`src/rtl/led_sequencer.sv`:
```
// ----------------------------------------------------------------------------
// led_sequencer
//
// Drives an external 16-bit LED output register through a one-cycle write
// strobe. A small register bank (CTRL, PATTERN, PERIOD, CUR) is accessed over
// a simple select/strobe bus. Once started, a prescaler divides clk by
// PERIOD+1. On each tick the displayed byte is updated according to the
// selected mode (STATIC, BLINK, ROTATE, COUNT), and the new value is pushed
// to the LED register.
//
// Ports
//   clk       : single clock, rising edge
//   rst_n     : asynchronous active-low reset
//   en        : bus select for this block
//   wr_en     : 1 = write, 0 = read (qualified by en)
//   addr      : 0 CTRL, 1 PATTERN, 2 PERIOD, 3 CUR (read-only)
//   data_in   : bus write data
//   data_out  : registered read data, holds between reads
//   led_wr    : one-cycle write strobe to the LED output register
//   led_data  : LED register write data, bits 15:8 always zero
// ----------------------------------------------------------------------------
module led_sequencer #(
    parameter logic [15:0] DEF_PERIOD = 16'd49999
) (
    input  logic        clk,
    input  logic        rst_n,
    input  logic        en,
    input  logic        wr_en,
    input  logic [1:0]  addr,
    input  logic [15:0] data_in,
    output logic [15:0] data_out,
    output logic        led_wr,
    output logic [15:0] led_data
);

    typedef enum logic [1:0] {
        IDLE = 2'd0,
        LOAD = 2'd1,
        RUN  = 2'd2
    } state_t;

    localparam logic [1:0] MODE_STATIC = 2'b00;
    localparam logic [1:0] MODE_BLINK  = 2'b01;
    localparam logic [1:0] MODE_ROTATE = 2'b10;
    localparam logic [1:0] MODE_COUNT  = 2'b11;

    localparam logic [1:0] ADDR_CTRL    = 2'd0;
    localparam logic [1:0] ADDR_PATTERN = 2'd1;
    localparam logic [1:0] ADDR_PERIOD  = 2'd2;
    localparam logic [1:0] ADDR_CUR     = 2'd3;

    state_t      state;
    logic        run;
    logic [1:0]  mode;
    logic [7:0]  pattern;
    logic [15:0] period;
    logic [15:0] cnt;
    logic        phase;
    logic [7:0]  cur;

    logic        bus_wr;
    logic        bus_rd;
    logic        ctrl_wr;
    logic        new_run;
    logic [1:0]  new_mode;
    logic        reload_wr;
    logic        tick;
    logic [7:0]  tick_cur;

    always_comb begin
        // NOTE: every signal driven here gets a default first, so no path
        // leaves one unassigned and no latch is inferred.
        bus_wr    = en & wr_en;
        bus_rd    = en & ~wr_en;
        ctrl_wr   = bus_wr && (addr == ADDR_CTRL);
        new_run   = data_in[2];
        new_mode  = data_in[1:0];

        // Writes that restart the sequence from PATTERN. A CTRL write that
        // keeps run set and leaves mode alone is deliberately not one of them.
        reload_wr = bus_wr && ((addr == ADDR_PATTERN) ||
                               (addr == ADDR_PERIOD)  ||
                               ((addr == ADDR_CTRL) && new_run && (new_mode != mode)));

        tick      = run && (state == RUN) && (cnt == period);

        tick_cur  = cur;
        case (mode)
            MODE_BLINK:  tick_cur = phase ? pattern : 8'h00;  // phase is about to toggle
            MODE_ROTATE: tick_cur = {cur[6:0], cur[7]};
            MODE_COUNT:  tick_cur = cur + 8'd1;
            default:     tick_cur = cur;
        endcase
    end

    // NOTE: all state below is updated with non-blocking assignments so every
    // register sees the pre-edge values of the others, independent of order.
    always_ff @(posedge clk or negedge rst_n) begin
        if (!rst_n) begin
            state    <= IDLE;
            run      <= 1'b0;
            mode     <= MODE_STATIC;
            pattern  <= 8'h00;
            period   <= DEF_PERIOD;
            cnt      <= 16'd0;
            phase    <= 1'b0;
            cur      <= 8'h00;
            led_wr   <= 1'b0;
            led_data <= 16'h0000;
            data_out <= 16'h0000;
        end else begin
            led_wr <= 1'b0;

            // Register bank. Bits above each register's width are dropped.
            if (bus_wr) begin
                case (addr)
                    ADDR_CTRL: begin
                        run  <= new_run;
                        mode <= new_mode;
                    end
                    ADDR_PATTERN: pattern <= data_in[7:0];
                    ADDR_PERIOD:  period  <= data_in;
                    default: ;  // CUR is read-only
                endcase
            end

            if (bus_rd) begin
                case (addr)
                    ADDR_CTRL:    data_out <= {13'b0, run, mode};
                    ADDR_PATTERN: data_out <= {8'h00, pattern};
                    ADDR_PERIOD:  data_out <= period;
                    ADDR_CUR:     data_out <= {8'h00, cur};
                    default:      data_out <= 16'h0000;
                endcase
            end

            // Sequencer. Clearing run wins from any active state and blanks
            // the LEDs once; a tick in the same cycle is simply dropped.
            if (ctrl_wr && !new_run) begin
                if (state != IDLE) begin
                    state    <= IDLE;
                    cur      <= 8'h00;
                    cnt      <= 16'd0;
                    phase    <= 1'b0;
                    led_wr   <= 1'b1;
                    led_data <= 16'h0000;
                end
            end else begin
                case (state)
                    IDLE: begin
                        if (ctrl_wr && new_run) begin
                            state <= LOAD;
                        end
                    end

                    LOAD: begin
                        // A reconfiguring write landing here postpones the
                        // load by a cycle so it picks up the new values.
                        if (!reload_wr) begin
                            cur      <= pattern;
                            cnt      <= 16'd0;
                            phase    <= 1'b0;
                            led_wr   <= 1'b1;
                            led_data <= {8'h00, pattern};
                            state    <= RUN;
                        end
                    end

                    RUN: begin
                        if (reload_wr) begin
                            // Bus write beats a coincident tick.
                            state <= LOAD;
                        end else if (tick) begin
                            cnt <= 16'd0;
                            if (mode != MODE_STATIC) begin
                                if (mode == MODE_BLINK) begin
                                    phase <= ~phase;
                                end
                                cur      <= tick_cur;
                                led_wr   <= 1'b1;
                                led_data <= {8'h00, tick_cur};
                            end
                        end else begin
                            cnt <= cnt + 16'd1;
                        end
                    end

                    default: state <= IDLE;
                endcase
            end
        end
    end

endmodule

```
`config.mk`:
```
export PLATFORM = sky130hd
export DESIGN_NAME = led_sequencer
export DESIGN_NICKNAME = d
export VERILOG_FILES = /design/src/rtl/led_sequencer.sv
export SDC_FILE = /design/constraint.sdc
export NUM_CORES = 1
export LEC_CHECK = 0
export CAP_MARGIN = 40
export CORE_MARGIN = 1.5
export CORE_UTILIZATION = 40
export CTS_BUF_LIST = sky130_fd_sc_hd__clkbuf_4 sky130_fd_sc_hd__clkbuf_8 sky130_fd_sc_hd__clkbuf_16
export DETAILED_ROUTE_END_ITERATION = 8
export PLACE_DENSITY = 0.68
export SLEW_MARGIN = 20
export SYNTH_ARGS = -nofsm -noshare
export SYNTH_HDL_FRONTEND = slang
export SYNTH_SLANG_ARGS = --single-unit
```
`constraint.sdc`:
```
create_clock -name clk -period 2 [get_ports clk]
set_input_delay 0.2 -clock clk [delete_from_list [all_inputs] [get_ports clk]]
set_output_delay 0.2 -clock clk [all_outputs]
set_load 0.05 [all_outputs]
```
== Word level (Yosys, flattened, before mapping) ==
Cells that the tools add are included.
Cells by class
  add/sub/neg operators: 2
  eq/ne operators: 18
  mux-type cells: 43
  bitwise gates (word level): 4
  reduce and logical (&&, ||, !) cells: 23
Operator list (count)
  16-bit two-way mux: 10
  16-bit one-hot mux with 2 select lines: 2
  16-bit one-hot mux with 4 select lines: 1
  8-bit two-way mux: 7
  8-bit one-hot mux with 3 select lines: 1
  16-bit by 1-bit adder with 16-bit output, second input constant: 1
  16-bit equality test: 1
  8-bit one-hot mux with 2 select lines: 1
  1-bit two-way mux: 13
  2-bit equality test, second input constant: 5
  2-bit two-way mux: 5
  3-bit by 2-bit inequality test with 1-bit output, second input constant: 3
  8-bit by 1-bit adder with 8-bit output, second input constant: 1
  1-bit logical AND: 8
  4-bit AND reduction: 2
  7-bit AND reduction: 1
  2-bit by 1-bit equality test with 1-bit output, second input constant: 3
  3-bit by 1-bit inequality test with 1-bit output, second input constant: 2
  3-bit inequality test, second input constant: 2
  2-bit one-hot mux with 3 select lines: 1
  2-bit AND reduction: 3
  6-bit AND reduction: 1
  2-bit logical NOT: 2
  1-bit one-hot mux with 2 select lines: 2
  8 further kinds: 12
Word-level totals
  register bits after elaboration: 87
  input bits: 22
  output and inout port bits: 33
  logic and storage cells: 101

== Logic depth before layout (Yosys ltp) ==
  depth after elaboration: 8
  gate-level depth with buffers: 9

== Worst setup path after synthesis ==
Ideal clock, no wire load.
  path type: reg-to-reg
  from: register state[0]
  to: register led_data[6]
  library setup time: 0.125 ns
  arrival: 2.032 ns
  setup slack: -0.157 ns
  stages on the path, launching flop included: 9
  buffers on the path: 0
  period minus slack after synthesis: 2.157 ns
  cells stage by stage: dfrtp_1 -> inv_1 -> ha_1 -> nand2_1 -> a2111oi_4 -> nand4_2 -> nor4b_4 -> o21bai_4 -> mux2_4
Between the ends
  longest elaborated chain between the ends: 5
  elaborated cells between the ends (all ways): 14
  classes of those cells: eq/ne: 7; mux: 2; reduce/logical: 5
RTL lines
  start, declared: RTL line 52  | state_t state;
  start signal, assigned: RTL line 100  | state <= IDLE;
  start signal, assigned: RTL line 141  | state <= IDLE;
  start signal, assigned: RTL line 152  | state <= LOAD;
  2-bit equality test: RTL line 85, 149
  1-bit logical AND (2 in series): RTL line 85  | tick = run && (state == RUN) && (cnt == period);
  3-bit by 2-bit inequality test with 1-bit output (no line)
  6-bit AND reduction (no line)
  end signal, assigned: RTL line 164  | led_data <= {8'h00, pattern};
  end signal, assigned: RTL line 181  | led_data <= {8'h00, tick_cur};
  end, declared: RTL line 33  | output logic [15:0] led_data
Parallel ways exist; a longest one is shown, timed or not.
A chain may end at the register's enable or synchronous reset.

== Final worst setup path ==
  from: register state[0]
  to: register led_data[2]
Same word-level chain as after synthesis.

==> results_dict.tcl <==
set metrics [dict create \
    vias 3591 \
    cap_viol_max_count 0 \
    endpoint_kind "flop" \
    clock_latency_ps 350 \
    layout-drive-gt1-share_pct 30.2 \
    syn_inst 409 \
    powerDensity_mw_per_mm2 1130 \
    root_buffer "clkbuf_8" \
    tightestPinTransition_ps 758 \
    clk_pin_slew_worst_paths_ps 80 \
    slew_headroom_pct 49.1 \
    gp_congestion 0.879 \
    core-area_mm2 0.00977 \
    min_path_type "in2async" \
    n_antenna_cell 0 \
    vias_per_cell 5.53 \
    drcViolationCount 0 \
    critical_path_class "reg2reg" \
    synthFlopType "dfrtp_1" \
    crit_fanout 7 \
    hold_violations 0 \
    ios 55 \
    p_sw_share_pct 41.5 \
    antenna_left 0 \
    cp-startpoint "state[0]" \
    synthDistinctLibCells 54 \
    htree_levels 3 \
    numCtsBuffers 9 \
    die_h_um 103 \
    start_kind "flop" \
    syn-cell-area_mm2 0.00403 \
    grt_pass1_vias 3498 \
    setup_viol 24 \
    finalMaxSlewViolations 0 \
    critical_path_required_ps 2240 \
    die-area_mm2 0.0107 \
    area_growth_pct 35.4 \
    synth_edf_count 0 \
    num_rows 36 \
    arrival_ps 2420 \
    fillerInstances 886 \
    fmaxAchievable_ghz 0.458 \
    drt_iter0_drc 246 \
    switchingPower_mw 2.56 \
    pwr-share-clk_pct 19.6 \
    ys_ff_latch 71 \
    dr.pass1.iters 5 \
    tns_ps -2470 \
    grt_pass1_wl_um 17600 \
    skew_ps 6.72 \
    setup_ws_ps -182 \
    ys_seq_area_share_pct 44.4 \
    routedWlPerCell_um 16.7 \
    port-buffer-count 46 \
    sequentialPowerShare_pct 34.3 \
    post-route-min-period_ps 2180 \
    dp_cells 625 \
    violations "setup timing" \
    yosysWarnings 0 \
    power.leakage_nw 2.32 \
    rsz0062_at_grt "yes" \
    grt_antenna_before_repair 0 \
    start_util_pct 41.2 \
    dpl.hpwl_um 7580 \
    outcome "complete, but fails checks" \
    track_usage_pct 21.4 \
    clock_sinks 71 \
    grt.overflow.total 0 \
    async_flop_share_pct 100 \
    nets 543 \
    reg2reg_from "state[0]" \
    clk_path_buf_depth 2 \
    wirelength_um 10800 \
    p_int_mw 3.62 \
    cts_tree "built" \
    finalNonFillerCells 649 \
    peakVddDrop_v 0.000964 \
    finalPower_mw 6.18 \
    die_x_um 103 \
    avgSynthCellArea_um2 9.85 \
    fin_crit_sh_pct 109 \
    combPwrFrac_pct 46.1 \
    grt_start_max_net_pins 72 \
]
-- per-layer routing --
metal	part of all wire [%]	vias to the layer above	GRT usage [%]
met2	49	146	35.4
met5	0	-	0
li1	-	1678	-
met3	5.2	32	4.64
met4	2.9	0	7.80
met1	43	1735	27.8
-- cell type report --
type,instances,area (µm²),area share [%]
clock inverters,6,68.8,1.26
well taps,133,166,3.05
repair buffers,116,1040,19.1
clock buffers,10,138,2.52
inverters,14,52.6,0.963
multi-input cells,299,2200,40.3
flip-flops and latches,71,1790,32.8
-- power by group through the flow --
stage | registers [mW] | logic (mW) | clock network [mW]
final | 2.12 | 2.85 | 1.21
after floorplan | 2.49 | 1.32 | 0
after CTS | 2.11 | 2.68 | 1.23
after global placement | 2.12 | 2.58 | 0
after global routing | 2.16 | 3.07 | 1.29
after detailed placement | 2.13 | 2.65 | 0
-- layout by cell type (no fill, tap or decap), types with 6 or more instances in the layout --
cell             instances
inv_1                   12
nor3_1                   6
clkdlybuf4s50_1         44
a222oi_1                 9
nand2_1                 56
dfstp_2                  9
buf_6                    6
buf_4                   60
xor2_1                   9
o21ai_0                 22
a21oi_1                 13
conb_1                   8
mux2_2                  26
ha_1                     8
nand3_1                 14
nand4_1                 16
dfrtp_1                 62
clkbuf_8                10
xnor2_1                  6
nor2_1                  21
o311ai_1                 7
-- path summary, 6_finish.rpt --
kind | depth (start not counted) | endpoint | slack, ps
setup / recovery | 8 | led_data[2] | -180
hold / removal | 3 | state[1] | 400
setup reg to reg | 8 | led_data[2] | -180
hold reg to reg | 2 | data_out[6] | 480
max in group asynchronous | 3 | period[9] | 1260
min in group clk | 2 | period[15] | 460
-- sequential cells by signal (all words and copies together), names as in the netlist --
name      flops
cnt          16
data_out     16
led_data      8
led_wr        1
mode          2
pattern       8
period       16
phase         1
run           1
state         2
-- cells in the mapped netlist, types with 2 or more instances --
| cell type | instances | share of area, % |
|---|---|---|
| a211oi_1 | 2 | 0.37 |
| a21oi_1 | 13 | 1.6 |
| a222oi_1 | 9 | 2.2 |
| a2bb2oi_1 | 3 | 0.65 |
| a32oi_1 | 4 | 0.87 |
| and2_1 | 2 | 0.31 |
| and3_1 | 2 | 0.31 |
| buf_2 | 4 | 0.50 |
| buf_4 | 8 | 1.5 |
| clkbuf_1 | 20 | 1.9 |
| dfrtp_1 | 62 | 39 |
| dfstp_2 | 9 | 5.9 |
| ha_1 | 10 | 3.1 |
| inv_1 | 13 | 1.2 |
| mux2_2 | 26 | 7.3 |
| mux2_4 | 5 | 1.9 |
| mux2i_1 | 5 | 1.2 |
| nand2_1 | 57 | 5.3 |
| nand2b_1 | 4 | 0.62 |
| nand3_1 | 14 | 1.7 |
| nand4_1 | 16 | 2.5 |
| nor2_1 | 22 | 2.1 |
| nor2b_1 | 2 | 0.31 |
| nor3_1 | 6 | 0.75 |
| o211ai_1 | 5 | 0.93 |
| o21ai_0 | 25 | 3.1 |
| o21bai_1 | 2 | 0.37 |
| o2bb2a_1 | 2 | 0.50 |
| o2bb2ai_1 | 3 | 0.65 |
| o311ai_0 | 10 | 2.2 |
| o31ai_1 | 5 | 0.93 |
| or2_2 | 3 | 0.47 |
| or3_1 | 2 | 0.31 |
| xnor2_1 | 6 | 1.3 |
| xor2_1 | 9 | 2.0 |
-- per-stage QoR --
stage	setup slack (ps)	area (µm²)	hold WS, ps	utilization [%]
floorplan	-32.6	4090	-95.6	-
CTS	-170	5310	415	54.3
finish	-182	5460	400	55.8
global route	-255	5460	457	55.8
global placement	-234	5050	259	51.7
detailed placement	-297	5050	260	51.7
-- worst max-delay path: stages, from the launching register on --
cell and delay [ps]:
dfrtp_1 400, inv_2 80, ha_4 140, nand2_4 60, a2111oi_4 350, nand4_4 170, nor4b_4 370, o21bai_4 170
mux2_4 320
-- timing repair --
action	4_1_cts	5_1_grt
endpoints found under the hold margin	62	0
cloned	1	0
setup buffers	2	4
gates resized for setup	6	33
pin swaps	6	24
hold buffers	1	0
endpoints found under the setup margin	26	26
-- kinds of logic (layout without fill, tap and decap cells) --
group | count (synthesis) | in the layout | synth area share, %
AOI/OAI and AO/OA | 92 | 92 | 17.0
muxes | 36 | 36 | 10.4
other | 1 | 8 | 0.0931
adders and majority gates | 10 | 10 | 3.11
xor gates and xnor gates | 15 | 15 | 3.26
DFF | 71 | 71 | 44.4
and+or+nand+nor | 137 | 138 | 16.6
buffers and inverters | 47 | 146 | 5.25
No activity file was read; power rests on OpenSTA's default activity.
